<file path="config.mk">
export PLATFORM = sky130hd
export DESIGN_NAME = npu_load_seq_ctrl_flat
export DESIGN_NICKNAME = d
export VERILOG_FILES = /design/src/rtl/npu_pkg.sv /design/src/rtl/npu_load_seq_ctrl_if.sv /design/src/rtl/npu_cmd_edge.sv /design/src/rtl/npu_load_seq_ctrl.sv /design/src/flat_wrapper.sv
export SDC_FILE = /design/constraint.sdc
export NUM_CORES = 1
export LEC_CHECK = 0
export ABC_AREA = 1
export CAP_MARGIN = 20
export CORE_MARGIN = 2
export CORE_UTILIZATION = 48
export CTS_CLUSTER_SIZE = 12
export DETAILED_ROUTE_END_ITERATION = 10
export PLACE_DENSITY = 0.85
export SETUP_SLACK_MARGIN = 0.4
export SLEW_MARGIN = 20
export SYNTH_ARGS = -nofsm -noshare
export SYNTH_HDL_FRONTEND = slang
export SYNTH_SLANG_ARGS = --single-unit
</file>
<file path="constraint.sdc">
create_clock -name clk -period 2.47 [get_ports clk]
set_clock_uncertainty 0.1 [all_clocks]
set_input_delay 0.3705 -clock clk [delete_from_list [all_inputs] [get_ports clk]]
set_output_delay 0.3705 -clock clk [all_outputs]
set_load 0.05 [all_outputs]
</file>
<file path="src/rtl/npu_pkg.sv">
// Shared definitions for the NPU host load sequencer: state encoding,
// command bit positions and load sizes.
package npu_pkg;

   localparam int IMG_WORDS = 224;    // image words per load (4 pixels/word)
   localparam int W_BYTES   = 37630;  // weight + bias bytes per load
   localparam int IMG_AW    = 8;
   localparam int W_AW      = 16;

   // Bit positions inside control_reg
   localparam int CMD_LOAD  = 0;
   localparam int CMD_RUN   = 1;
   localparam int CMD_ABORT = 2;

   typedef enum logic [2:0] {
      ST_IDLE     = 3'd0,
      ST_LOAD_IMG = 3'd1,
      ST_LOAD_W   = 3'd2,
      ST_LOADED   = 3'd3,
      ST_RUN      = 3'd4,
      ST_DONE     = 3'd5
   } state_t;

endpackage

</file>
<file path="src/rtl/npu_load_seq_ctrl_if.sv">
// Host/RAM/engine signal bundle for the load sequencer.
//
// Handshake: there is no ready. A host beat is writedata qualified by
// wr_valid for one cycle; it is accepted only in LOAD_IMG/LOAD_W and shows up
// as a one-cycle RAM write strobe (img_we or w_we) exactly one cycle later.
// Beats presented in any other state are dropped and flagged in status[7].
interface npu_load_seq_ctrl_if;
   import npu_pkg::*;

   logic [31:0]       control_reg;
   logic [31:0]       writedata;
   logic              wr_valid;
   logic              img_we;
   logic [IMG_AW-1:0] img_addr;
   logic [31:0]       img_wdata;
   logic              w_we;
   logic [W_AW-1:0]   w_addr;
   logic [7:0]        w_wdata;
   logic              npu_start;
   logic              npu_abort;
   logic              npu_done;
   logic              busy;
   logic              done;
   logic [7:0]        status;

   // Host / environment side
   modport master (
      output control_reg, writedata, wr_valid, npu_done,
      input  img_we, img_addr, img_wdata, w_we, w_addr, w_wdata,
             npu_start, npu_abort, busy, done, status
   );

   // Sequencer side
   modport slave (
      input  control_reg, writedata, wr_valid, npu_done,
      output img_we, img_addr, img_wdata, w_we, w_addr, w_wdata,
             npu_start, npu_abort, busy, done, status
   );

endinterface

</file>
<file path="src/rtl/npu_cmd_edge.sv">
// Rising-edge detector for the three command bits of control_reg.
// Reset loads the current command value so a bit already high at reset
// release does not look like a new command.
module npu_cmd_edge (
   input  logic       clk,
   input  logic       reset,
   input  logic [2:0] cmd_in,
   output logic [2:0] rise
);

   logic [2:0] prev;

   // Track previous command bits; reset and run both load the live value
   always_ff @(posedge clk) begin
      if (reset) prev <= cmd_in;
      else       prev <= cmd_in;
   end

   // Edge is only meaningful once out of reset
   always_comb begin
      rise = reset ? 3'b000 : (cmd_in & ~prev);
   end

endmodule

</file>
<file path="src/rtl/npu_load_seq_ctrl.sv">
// Host-side sequencer: decodes command edges, streams counted image and
// weight beats into their RAMs with one cycle of latency, then starts the
// compute engine and tracks completion. status = {err_ovr, err_seq, 0, state}.
module npu_load_seq_ctrl
   import npu_pkg::*;
(
   input  logic                clk,
   input  logic                reset,
   npu_load_seq_ctrl_if.slave  bus
);

   localparam logic [IMG_AW-1:0] IMG_LAST = IMG_AW'(IMG_WORDS - 1);
   localparam logic [W_AW-1:0]   W_LAST   = W_AW'(W_BYTES - 1);

   state_t            state, state_n;
   logic [IMG_AW-1:0] img_cnt, img_cnt_n;
   logic [W_AW-1:0]   w_cnt, w_cnt_n;
   logic              err_ovr, err_ovr_n;
   logic              err_seq, err_seq_n;

   logic              img_we_q, img_we_n;
   logic [IMG_AW-1:0] img_addr_q, img_addr_n;
   logic [31:0]       img_wdata_q, img_wdata_n;
   logic              w_we_q, w_we_n;
   logic [W_AW-1:0]   w_addr_q, w_addr_n;
   logic [7:0]        w_wdata_q, w_wdata_n;
   logic              start_q, start_n;
   logic              abort_q, abort_n;

   logic [2:0]        rise;
   logic              cmd_load, cmd_run, cmd_abort;
   logic              take_img, take_w, drop;
   logic              unused_ctrl;

   assign unused_ctrl = ^bus.control_reg[31:3];

   npu_cmd_edge u_cmd_edge (
      .clk    (clk),
      .reset  (reset),
      .cmd_in (bus.control_reg[2:0]),
      .rise   (rise)
   );

   assign cmd_load  = rise[CMD_LOAD];
   assign cmd_run   = rise[CMD_RUN];
   assign cmd_abort = rise[CMD_ABORT];

   // Next state, counters, error flags and registered RAM/engine strobes
   always_comb begin
      state_n     = state;
      img_cnt_n   = img_cnt;
      w_cnt_n     = w_cnt;
      err_ovr_n   = err_ovr;
      err_seq_n   = err_seq;
      img_we_n    = 1'b0;
      img_addr_n  = img_addr_q;
      img_wdata_n = img_wdata_q;
      w_we_n      = 1'b0;
      w_addr_n    = w_addr_q;
      w_wdata_n   = w_wdata_q;
      start_n     = 1'b0;
      abort_n     = 1'b0;

      take_img = bus.wr_valid && (state == ST_LOAD_IMG);
      take_w   = bus.wr_valid && (state == ST_LOAD_W);
      drop     = bus.wr_valid && !take_img && !take_w;

      // Beats accepted this cycle are written even if an abort arrives too
      if (take_img) begin
         img_we_n    = 1'b1;
         img_addr_n  = img_cnt;
         img_wdata_n = bus.writedata;
         img_cnt_n   = img_cnt + 1'b1;
         if (img_cnt == IMG_LAST) state_n = ST_LOAD_W;
      end
      if (take_w) begin
         w_we_n    = 1'b1;
         w_addr_n  = w_cnt;
         w_wdata_n = bus.writedata[7:0];
         w_cnt_n   = w_cnt + 1'b1;
         if (w_cnt == W_LAST) state_n = ST_LOADED;
      end

      // Only the highest-priority command edge is acted on
      if (cmd_abort) begin
         state_n = ST_IDLE;
         abort_n = (state == ST_RUN);
      end else begin
         if (cmd_load) begin
            if (state == ST_IDLE || state == ST_LOADED || state == ST_DONE) begin
               state_n   = ST_LOAD_IMG;
               img_cnt_n = '0;
               w_cnt_n   = '0;
               err_ovr_n = 1'b0;
               err_seq_n = 1'b0;
            end else begin
               err_seq_n = 1'b1;
            end
         end else if (cmd_run) begin
            if (state == ST_LOADED || state == ST_DONE) begin
               state_n = ST_RUN;
               start_n = 1'b1;
            end else begin
               err_seq_n = 1'b1;
            end
         end
         if (state == ST_RUN && bus.npu_done) state_n = ST_DONE;
      end

      // A dropped beat in the same cycle as an accepted LOAD still flags
      if (drop) err_ovr_n = 1'b1;
   end

   // State and output registers
   always_ff @(posedge clk) begin
      if (reset) begin
         state       <= ST_IDLE;
         img_cnt     <= '0;
         w_cnt       <= '0;
         err_ovr     <= 1'b0;
         err_seq     <= 1'b0;
         img_we_q    <= 1'b0;
         img_addr_q  <= '0;
         img_wdata_q <= '0;
         w_we_q      <= 1'b0;
         w_addr_q    <= '0;
         w_wdata_q   <= '0;
         start_q     <= 1'b0;
         abort_q     <= 1'b0;
      end else begin
         state       <= state_n;
         img_cnt     <= img_cnt_n;
         w_cnt       <= w_cnt_n;
         err_ovr     <= err_ovr_n;
         err_seq     <= err_seq_n;
         img_we_q    <= img_we_n;
         img_addr_q  <= img_addr_n;
         img_wdata_q <= img_wdata_n;
         w_we_q      <= w_we_n;
         w_addr_q    <= w_addr_n;
         w_wdata_q   <= w_wdata_n;
         start_q     <= start_n;
         abort_q     <= abort_n;
      end
   end

   assign bus.img_we    = img_we_q;
   assign bus.img_addr  = img_addr_q;
   assign bus.img_wdata = img_wdata_q;
   assign bus.w_we      = w_we_q;
   assign bus.w_addr    = w_addr_q;
   assign bus.w_wdata   = w_wdata_q;
   assign bus.npu_start = start_q;
   assign bus.npu_abort = abort_q;
   assign bus.busy      = (state == ST_LOAD_IMG) || (state == ST_LOAD_W) || (state == ST_RUN);
   assign bus.done      = (state == ST_DONE);
   assign bus.status    = {err_ovr, err_seq, 3'b000, state};

endmodule

</file>
<file path="src/flat_wrapper.sv">
// flat-port wrapper written by rule: the top's interface ports become plain ports
module npu_load_seq_ctrl_flat import npu_pkg::*;
  (clk, reset, bus_control_reg, bus_writedata, bus_wr_valid, bus_npu_done, bus_img_we, bus_img_addr, bus_img_wdata, bus_w_we, bus_w_addr, bus_w_wdata, bus_npu_start, bus_npu_abort, bus_busy, bus_done, bus_status);
  npu_load_seq_ctrl_if bus_i ();
  input  logic clk;
  input  logic reset;
  input wire logic [$bits(bus_i.control_reg)-1:0] bus_control_reg;
  input wire logic [$bits(bus_i.writedata)-1:0] bus_writedata;
  input wire logic [$bits(bus_i.wr_valid)-1:0] bus_wr_valid;
  input wire logic [$bits(bus_i.npu_done)-1:0] bus_npu_done;
  output wire logic [$bits(bus_i.img_we)-1:0] bus_img_we;
  output wire logic [$bits(bus_i.img_addr)-1:0] bus_img_addr;
  output wire logic [$bits(bus_i.img_wdata)-1:0] bus_img_wdata;
  output wire logic [$bits(bus_i.w_we)-1:0] bus_w_we;
  output wire logic [$bits(bus_i.w_addr)-1:0] bus_w_addr;
  output wire logic [$bits(bus_i.w_wdata)-1:0] bus_w_wdata;
  output wire logic [$bits(bus_i.npu_start)-1:0] bus_npu_start;
  output wire logic [$bits(bus_i.npu_abort)-1:0] bus_npu_abort;
  output wire logic [$bits(bus_i.busy)-1:0] bus_busy;
  output wire logic [$bits(bus_i.done)-1:0] bus_done;
  output wire logic [$bits(bus_i.status)-1:0] bus_status;
  assign bus_i.control_reg = bus_control_reg;
  assign bus_i.writedata = bus_writedata;
  assign bus_i.wr_valid = bus_wr_valid;
  assign bus_i.npu_done = bus_npu_done;
  assign bus_img_we = bus_i.img_we;
  assign bus_img_addr = bus_i.img_addr;
  assign bus_img_wdata = bus_i.img_wdata;
  assign bus_w_we = bus_i.w_we;
  assign bus_w_addr = bus_i.w_addr;
  assign bus_w_wdata = bus_i.w_wdata;
  assign bus_npu_start = bus_i.npu_start;
  assign bus_npu_abort = bus_i.npu_abort;
  assign bus_busy = bus_i.busy;
  assign bus_done = bus_i.done;
  assign bus_status = bus_i.status;
  npu_load_seq_ctrl u_core (.clk(clk), .reset(reset), .bus(bus_i));
endmodule
</file>
Word-level counts from Yosys, hierarchy flattened
Cells that the tools add are included.
{ "classes": {"n_mux": 29, "reduce_logical": 22, "add_sub_neg": 2, "eq_ne": 9, "bitwise": 4} }
{ "ops": {"columns": ["cell", "count"], "rows": [
  ["two-way mux 16 bit", 4],
  ["two-way mux 8 bit", 4],
  ["two-way mux 3 bit", 10],
  ["adder 16 x 1 -> 16 bit, second input constant", 1],
  ["== test 16 bit, second input constant", 1],
  ["two-way mux 1 bit", 11],
  ["adder 8 x 1 -> 8 bit, second input constant", 1],
  ["== test 8 bit, second input constant", 1],
  ["== test 3 x 2 -> 1 bit, second input constant", 2],
  ["== test 3 bit, second input constant", 2],
  ["AND reduction 3 bit", 2],
  ["nonzero test 2 bit", 3],
  ["logical AND 1 bit", 5],
  ["logical OR 1 bit", 5],
  ["OR reduction 2 bit", 2],
  ["OR reduction 4 bit", 1],
  ["AND 3 bit", 1],
  ["== test 3 x 1 -> 1 bit, second input constant", 1],
  ["zero test 3 bit", 1],
  ["inverter 3 bit", 1],
  ["OR reduction 3 bit", 1],
  ["zero test 1 bit", 2],
  ["inequality test 2 x 1 -> 1 bit, second input constant", 1],
  ["inequality test 2 bit, second input constant", 1],
  ["inverter 1 bit", 2]
]} }
{ "totals": {"register_bits": 100, "word_cells": 81, "inputBits": 68, "out_inout_bits": 78} }

Logic depth before layout (Yosys ltp)
Gate-level depths: netlist of run 1.
{ "logic_depth": {"ltp_word": 9, "ltp_mapped": 10, "ltp_nobuf": 10} }

Modules after synthesis
From an unflattened synthesis of run 1, not the netlist that was laid out.
{ "hier_totals": {"cells_unflattened": 546, "hier_area_um2": 4043.9} }
{ "modules_own_cells": {"columns": ["module", "cells_per_inst", "area_per_inst_um2", "n_inst"], "rows": [
  ["npu_load_seq_ctrl", 534, 3950.0, 1],
  ["npu_cmd_edge", 12, 93.8, 1]
]} }

Worst setup path before layout of run 1
Ideal clock, no wire load.
{ "synth_path": {"path_type": "reg-to-output", "start": "reg u_core.state[0]", "end": "out bus_done", "n_path_buf": 0, "path_slack_ns": 0.439, "path_stages_with_launch": 3, "arrival_ns": 1.561, "cell_sequence": "dfxtp_1 > nand2_2 > nor2_1"} }
{ "synth_via": {"elab_chain_cells": 1} }
{ "synth_lines": {"columns": ["item", "line", "text"], "rows": [
  ["start: declaration", "npu_load_seq_ctrl.sv:15", "state_t state, state_n;"],
  ["start signal: assignment", "npu_load_seq_ctrl.sv:131", "state <= state_n;"],
  ["== test 3 bit", "npu_load_seq_ctrl.sv:156", "assign bus.done = (state == ST_DONE);"],
  ["end: declaration", "flat_wrapper.sv:20", "output wire logic [$bits(bus_i.done)-1:0] bus_done;"]
]} }
No other way between the ends.

Final worst setup path of run 1
{ "layout_path": {"start": "reg u_core.w_addr_q[0] (netlist: u_core.bus.w_addr[0])", "end": "out bus_w_addr[0]"} }
{ "layout_rtl": {"columns": ["item", "line", "text"], "rows": [
  ["start: declaration", "npu_load_seq_ctrl.sv:25", "logic [W_AW-1:0] w_addr_q, w_addr_n;"],
  ["start signal: assignment", "npu_load_seq_ctrl.sv:140", "w_addr_q <= w_addr_n;"],
  ["end: declaration", "flat_wrapper.sv:15", "output wire logic [$bits(bus_i.w_addr)-1:0] bus_w_addr;"]
]} }
No word-level cell between the ends.

==> results.md, run 1 <==
* Most used DFF post-synth: sky130_fd_sc_hd__dfxtp_1
* Number of register bits inferred by synthesis at 100
* Total routing resource utilization after global routing at 22.2%
* Clock sink count at 100
* Die Wd at ~96 um
* Worst setup slack after layout at 470 ps
* Initial Utilization at 49.4%
* Top cell family by delay on the critical path: buffers and inverters
* HPWL Detailed at approximately 7200 um
* Latest clock arrival within the worst-skew pair at 350 ps
* Final critical-path required period at between 1500 and 2000 ps
* Final count of hold timing violations at 0
* Largest buffer count on any clock path at 2
* Number of antenna violations at the first check in global routing at 0
* RePlAce Congestion at approximately 0.91
* Max capacitance violation total at 0
* Post-placement cell area at around 5300 um2
* Quantity of hold-fixing buffers added after cts at 0
* DR WL/cell at about 13 um
* Number of flops mapped to enable cells by yosys at 0
* Row count at 33
* Summed area of non-filler cells in the final layout at roughly 5500 um2
* Pre-CTS setup slack at approximately 270 ps
* Peak supply drop at approximately 0.00025 V
* Area growth from synthesis to layout at 34.5%
* Final Power at 3.01 mW
* Count of input and output buffers at approximately 110
* Maximum number of pins on one net before global-route repair at 66
* CTS tree: built
* Static Leakage at 2.11 nW
* Critical Path AT at roughly 1500 ps
* Count of yosys warnings during synthesis at 0
* Area of the core at about 8200 um2
* Final layout net count at 708
* IO Count at ~150
* Path type of the worst setup path: reg2out
* Num CTS Buffers at 9
* Clk pin slew, worst setup/hold paths at 90 ps
* CTS Root Cell: sky130_fd_sc_hd__clkbuf_8
* Buffer and inverter count on the worst path at 1
* Ratio of cells with drive above 1 in the final layout at a little under a tenth
* Nature of the critical path endpoint: output port
* DRC Markers at 0
* Fmax achieved at 500 MHz
* Diode count at 0
* Post-Route Setup TNS at 0 ps
* Status: complete, no violations
* Post-route clock period utilization at approximately four fifths
* Number of fill cells in the layout at between 600 and 700
* Detailed-route via count at between 3000 and 4000
* Util after Layout at between 60% and 70%
* Instance count after placement with tap cells included at around 730
* Power density over the cells at about 550 nW/um2
* Mean post-synth cell area at about 7.6 um2
* Detail-routed via count per cell at roughly 5.0
* Post-cts sizing count at 4
* Vertical die dimension at about 96 um
* Detailed router's first-iteration violation count at between 150 and 200
* Final non-filler cell total at between 700 and 800
* Vias in the first global route at about 3700
* Congestion Overflow GR at 0
* Setup violations, final at 0
* Fin. max-slew vios at 0
* Setup Fix Bufs, Post-CTS at 0
* Hold Slack at ~360 ps
* Global-route wire length before repair at around 16000 um
* Post-synth ARST share at 0%
* Post-Syn Area at approximately 4000 um2
* Routed Antenna Nets at 0
* Cell type of the slowest stage on the worst timing path: sky130_fd_sc_hd__clkdlybuf4s50_1
* Maximum level of the CTS H-tree at 3
* Synthesized netlist cell count at approximately 530
* Distinct cell type count after synthesis at 32
* Die Area at 9210 um2
* Peak per-stage delay on the critical path at approximately 840 ps
* Worst Hold Class: reg2reg
* Pre-antenna DRT Iters at 5
* Required time worst endpoint at about 2000 ps
* Startpoint class of the critical path: register
* Final wirelength at approximately 10000 um
* RSZ-0062 raised after global routing: no
* Ordered cell list for the critical path: clkdlybuf4s50_1
* Largest fanout on the critical path at 2
* Slew at the pin closest to its max-slew limit at 547 ps
* Portion of the post-synthesis area used by sequential elements at between 40% and 50%
* Rel. slew slack at 63.4%
==> final cells by class <==
cell class	instances	area, um2	share of cell area [%]
tap	105	131	2.41
sequential	100	2000	36.7
multi-input combinational	363	1750	32.1
inverter	41	154	2.82
clock inverter	4	47.5	0.871
timing repair buffer	122	1210	22.3
clock buffer	12	155	2.84
==> cells in the mapped netlist, types with 3 or more instances <==
cell type / number / area, um2
sky130_fd_sc_hd__nor3_1: 7 / 35.0
sky130_fd_sc_hd__ha_1: 3 / 37.5
sky130_fd_sc_hd__buf_6: 3 / 33.8
sky130_fd_sc_hd__inv_2: 7 / 26.3
sky130_fd_sc_hd__buf_2: 6 / 30.0
sky130_fd_sc_hd__nor3b_2: 4 / 50.1
sky130_fd_sc_hd__nand2_2: 4 / 25.0
sky130_fd_sc_hd__nand2_1: 62 / 233
sky130_fd_sc_hd__nor2_1: 138 / 518
sky130_fd_sc_hd__xor2_1: 5 / 43.8
sky130_fd_sc_hd__nor2_2: 7 / 43.8
sky130_fd_sc_hd__inv_1: 34 / 128
sky130_fd_sc_hd__nand3_1: 16 / 80.1
sky130_fd_sc_hd__clkbuf_1: 12 / 45.0
sky130_fd_sc_hd__buf_4: 8 / 60.1
sky130_fd_sc_hd__nand4_1: 6 / 37.5
sky130_fd_sc_hd__o21ai_0: 65 / 325
sky130_fd_sc_hd__dfxtp_1: 100 / 2000
sky130_fd_sc_hd__a21oi_1: 23 / 115
==> logic make-up after synthesis <==
family | synth area share, %
other | 0.0924
flip-flops | 49.3
adder cells (fa/ha/maj) | 0.925
AND/OR/NAND/NOR | 28.2
buffers and inverters | 7.95
XOR/XNOR | 1.51
AO/OA/AOI/OAI | 12.0
==> where the power goes <==
part | internal (mW) | leakage [nW] | total [mW] | switching, mW
clock | 0.521 | 0.102 | 1.05 | 0.531
combinational | 0.124 | 1.20 | 0.307 | 0.183
sequential | 1.64 | 0.809 | 1.65 | 0.0127
==> sequential cells by signal, indices dropped and copies added, names as in the netlist, 3 cells and up <==
register,cells
u_core.bus.img_addr,8
u_core.bus.img_wdata,32
u_core.bus.w_addr,16
u_core.bus.w_wdata,8
u_core.img_cnt,8
u_core.state,3
u_core.u_cmd_edge.prev,3
u_core.w_cnt,16
==> layout by cell type (no fill, tap or decap), types with 3 or more instances in the layout <==
cell / n
sky130_fd_sc_hd__dfxtp_1: 98
sky130_fd_sc_hd__o21ai_0: 65
sky130_fd_sc_hd__nand2_1: 62
sky130_fd_sc_hd__ha_1: 3
sky130_fd_sc_hd__nor2_2: 6
sky130_fd_sc_hd__a21oi_1: 23
sky130_fd_sc_hd__dlygate4sd2_1: 3
sky130_fd_sc_hd__nor3b_2: 4
sky130_fd_sc_hd__buf_4: 8
sky130_fd_sc_hd__xor2_1: 5
sky130_fd_sc_hd__nor3_2: 3
sky130_fd_sc_hd__nand3_1: 16
sky130_fd_sc_hd__inv_1: 34
sky130_fd_sc_hd__nor3_1: 6
sky130_fd_sc_hd__nand4_1: 6
sky130_fd_sc_hd__conb_1: 3
sky130_fd_sc_hd__nor2_4: 3
sky130_fd_sc_hd__clkdlybuf4s50_1: 107
sky130_fd_sc_hd__nand2_2: 4
sky130_fd_sc_hd__nor2_1: 138
sky130_fd_sc_hd__inv_2: 7
sky130_fd_sc_hd__clkbuf_8: 11
==> per-layer routing <==
layer / up-vias / wire (um) / global-route usage (%)
met2: 116 / 5130 / 40.9
li1: 1905 / - / -
met1: 1687 / 3970 / 23.8
met3: 24 / 633 / 4.62
met4: 0 / 243 / 11.7
met5: - / 0 / 0
==> final timing paths <==
kind / start / endpoint / slack [ps] / cells after the start
setup / recovery: u_core.bus.w_addr[0] / bus_w_addr[0] / 470 / 1
hold / removal: u_core.err_ovr / u_core.err_ovr / 360 / 2
setup reg to reg: u_core.state[2] / u_core.w_cnt[13] / 710 / 8
hold reg to reg: u_core.err_ovr / u_core.err_ovr / 360 / 2
No activity file was read; power rests on OpenSTA's default activity.
==> run 2: changes to the inputs <==
- CORE_UTILIZATION: 48 -> 40
- PLACE_DENSITY: 0.85 -> 0.76
- clock period: 2.47 -> 1.7 ns (I/O delays scaled with it)
==> results.md, run 2 (synthesized netlist as in run 1, its figures left out) <==
* Final layout net count at 767 (+8.3%)
* Area of the core at 9820 um2 (+20%)
* Max capacitance violation total at 0 (unchanged)
* IO Count at 146 (unchanged)
* Reg-to-reg critical path startpoint: u_core.state[0]
* Detail-routed via count per cell at 5.09 (+1.9%)
* Length in cells of the worst reg-to-reg path at 10 (+2)
* Number of antenna violations at the first check in global routing at 0 (unchanged)
* Global-route wire length before repair at 19700 um (+23%)
* Initial Utilization at 41.3% (-8.1 points)
* Hold Slack at 266 ps (-93.5 ps)
* Final Power at 4.77 mW (+59%)
* RePlAce Congestion at 0.884 (-3.0%)
* Startpoint of the worst hold path: bus_control_reg[0]
* HPWL Detailed at 7450 um (+2.9%)
* Ratio of cells with drive above 1 in the final layout at 42.4% (+33 points)
* Congestion Overflow GR at 0 (unchanged)
* Final critical-path required period at between 1500 and 2000 ps
* Highest-count cells in the layout ignoring fill and taps: sky130_fd_sc_hd__nor2_1 (99), sky130_fd_sc_hd__dfxtp_1 (86), sky130_fd_sc_hd__buf_6 (64), sky130_fd_sc_hd__nand2_1 (50), sky130_fd_sc_hd__buf_4 (50)
* Power density over the cells at 681 nW/um2 (+24%)
* Fin. max-slew vios at 0 (unchanged)
* Pre-CTS setup slack at -235 ps (-500 ps)
* Diode count at 0 (unchanged)
* Worst hold path stage count at 1 (-1)
* Total routing resource utilization after global routing at 21.9% (-0.32 points)
* Post-Route Setup TNS at 0 ps (unchanged)
* Clk pin slew, worst setup/hold paths at 110 ps (+20 ps)
* Leading cell type in the layout, fill and taps excluded: sky130_fd_sc_hd__nor2_1
* Die Wd at 105 um (+9.1%)
* Row count at 36 (+9.1%)
* Routed Antenna Nets at 0 (unchanged)
* Path type of the worst setup path: reg2out
* Critical Path AT at 1340 ps (-190 ps)
* Detailed router's first-iteration violation count at 175 (-6.4%)
* Post-route clock period utilization at about 100%
* Final count of hold timing violations at 0 (unchanged)
* Worst Hold Class: in2reg
* Quantity of hold-fixing buffers added after cts at 0 (unchanged)
* Instance count after placement with tap cells included at 783 (+7.1%)
* Fmax achieved at 590 MHz
* Detailed-route via count at 4245 (+14%)
* Setup slack of the worst register-to-register path at 40 ps (-670 ps)
* Vias in the first global route at 4161 (+14%)
* Num CTS Buffers at 9 (unchanged)
* Summed area of non-filler cells in the final layout at 7000 um2 (+28%)
* Worst setup slack after layout at 4.24 ps (-466 ps)
* Final non-filler cell total at 834 (+12%)
* Maximum number of pins on one net before global-route repair at 29 (-56%)
* Util after Layout at 71.3% (+4.9 points)
* Status: complete, no violations
* End point of the most critical hold path: u_core.u_cmd_edge.prev[0]
* Clock sink count at 100 (unchanged)
* DR WL/cell at 16.7 um (+25%)
* Static Leakage at 2.82 nW (+34%)
* Buffer and inverter count on the worst path at 2 (+1)
* Count of input and output buffers at 113 (unchanged)
* Die Area at 11000 um2 (+19%)
* Ordered cell list for the critical path: nor3_4 -> inv_2 -> nand2_4 -> buf_12
* Maximum level of the CTS H-tree at 3 (unchanged)
* Largest fanout on the critical path at 6 (+4)
* R2R Path End: u_core.state[0]
* Post-placement cell area at 5430 um2 (+3.3%)
* Area growth from synthesis to layout at 72.5%
* Latest clock arrival within the worst-skew pair at 370 ps (+20 ps)
* Cell type of the slowest stage on the worst timing path: sky130_fd_sc_hd__dfxtp_4
* Startpoint class of the critical path: register
* Setup violations, final at 0 (unchanged)
* RSZ-0062 raised after global routing: yes
* Vertical die dimension at 105 um (+9.1%)
* DRC Markers at 0 (unchanged)
* Largest buffer count on any clock path at 2 (unchanged)
* Number of flip-flops in the largest register at 32 (unchanged)
* Nature of the critical path endpoint: output port
* CTS Root Cell: sky130_fd_sc_hd__clkbuf_8
* CTS tree: built
* Peak supply drop at 0.000398 V (+61%)
* Pre-antenna DRT Iters at 4 (-1)
* Final wirelength at 13900 um (+40%)
* Required time worst endpoint at 1340 ps (-660 ps)
* Peak per-stage delay on the critical path at 420 ps (-420 ps)
* Top cell family by delay on the critical path: flip-flops
-- run 2: cell count changes in the layout (fill, tap and decap cells not counted), moves of 32 or more --
cell,change
sky130_fd_sc_hd__buf_4,+42
sky130_fd_sc_hd__buf_6,+64
sky130_fd_sc_hd__clkdlybuf4s50_1,-69
sky130_fd_sc_hd__nor2_1,-39
sky130_fd_sc_hd__nor2_4,+32
sky130_fd_sc_hd__o21ai_0,-53
-- run 2: area by class of cell --
class	count	area [um2]
timing repair buffer	181	2080
fill	669	2820
multi-input combinational	363	2320
clock buffer	11	141
inverter	41	186
sequential	100	2030
tap	133	166
clock inverter	5	82.6
-- run 2: worst max path at each step --
stage                    startpoint                        to  slack [ps]  cells after the start
CTS                 u_core.state[0]                  bus_busy          60                      4
global route           bus_wr_valid          u_core.w_cnt[15]         -60                     10
floorplan           u_core.state[1]           u_core.w_cnt[5]         300                      7
detailed placement     bus_wr_valid  u_core.bus.img_wdata[24]        -230                      7
global placement       bus_wr_valid          u_core.w_cnt[15]        -190                     10
finish              u_core.state[0]                  bus_busy           4                      4
-- run 2: metal layers --
metal	vias to the layer above	track usage [%]	share of wire, %
li1	2028	-	-
met1	2078	25.3	39
met2	114	40.0	55
met3	25	4.37	3.8
met4	0	7.71	2.0
met5	-	0	0
-- run 2: timing repair --
action / in CTS / in global routing
resized for setup: 83 / 211
buffers inserted: 16 / 9
endpoints found under the setup margin: 90 / 134
pin swaps: 12 / 23
cloned: 7 / 3
hold endpoints to repair: 0 / 0
-- run 2: where the power goes --
group | switching, mW | total (mW) | leakage [nW] | internal (mW)
sequential | 0.0316 | 2.40 | 0.817 | 2.37
combinational | 0.348 | 0.641 | 1.89 | 0.293
clock | 0.849 | 1.73 | 0.114 | 0.877
total | 1.23 | 4.77 | 2.82 | 3.54
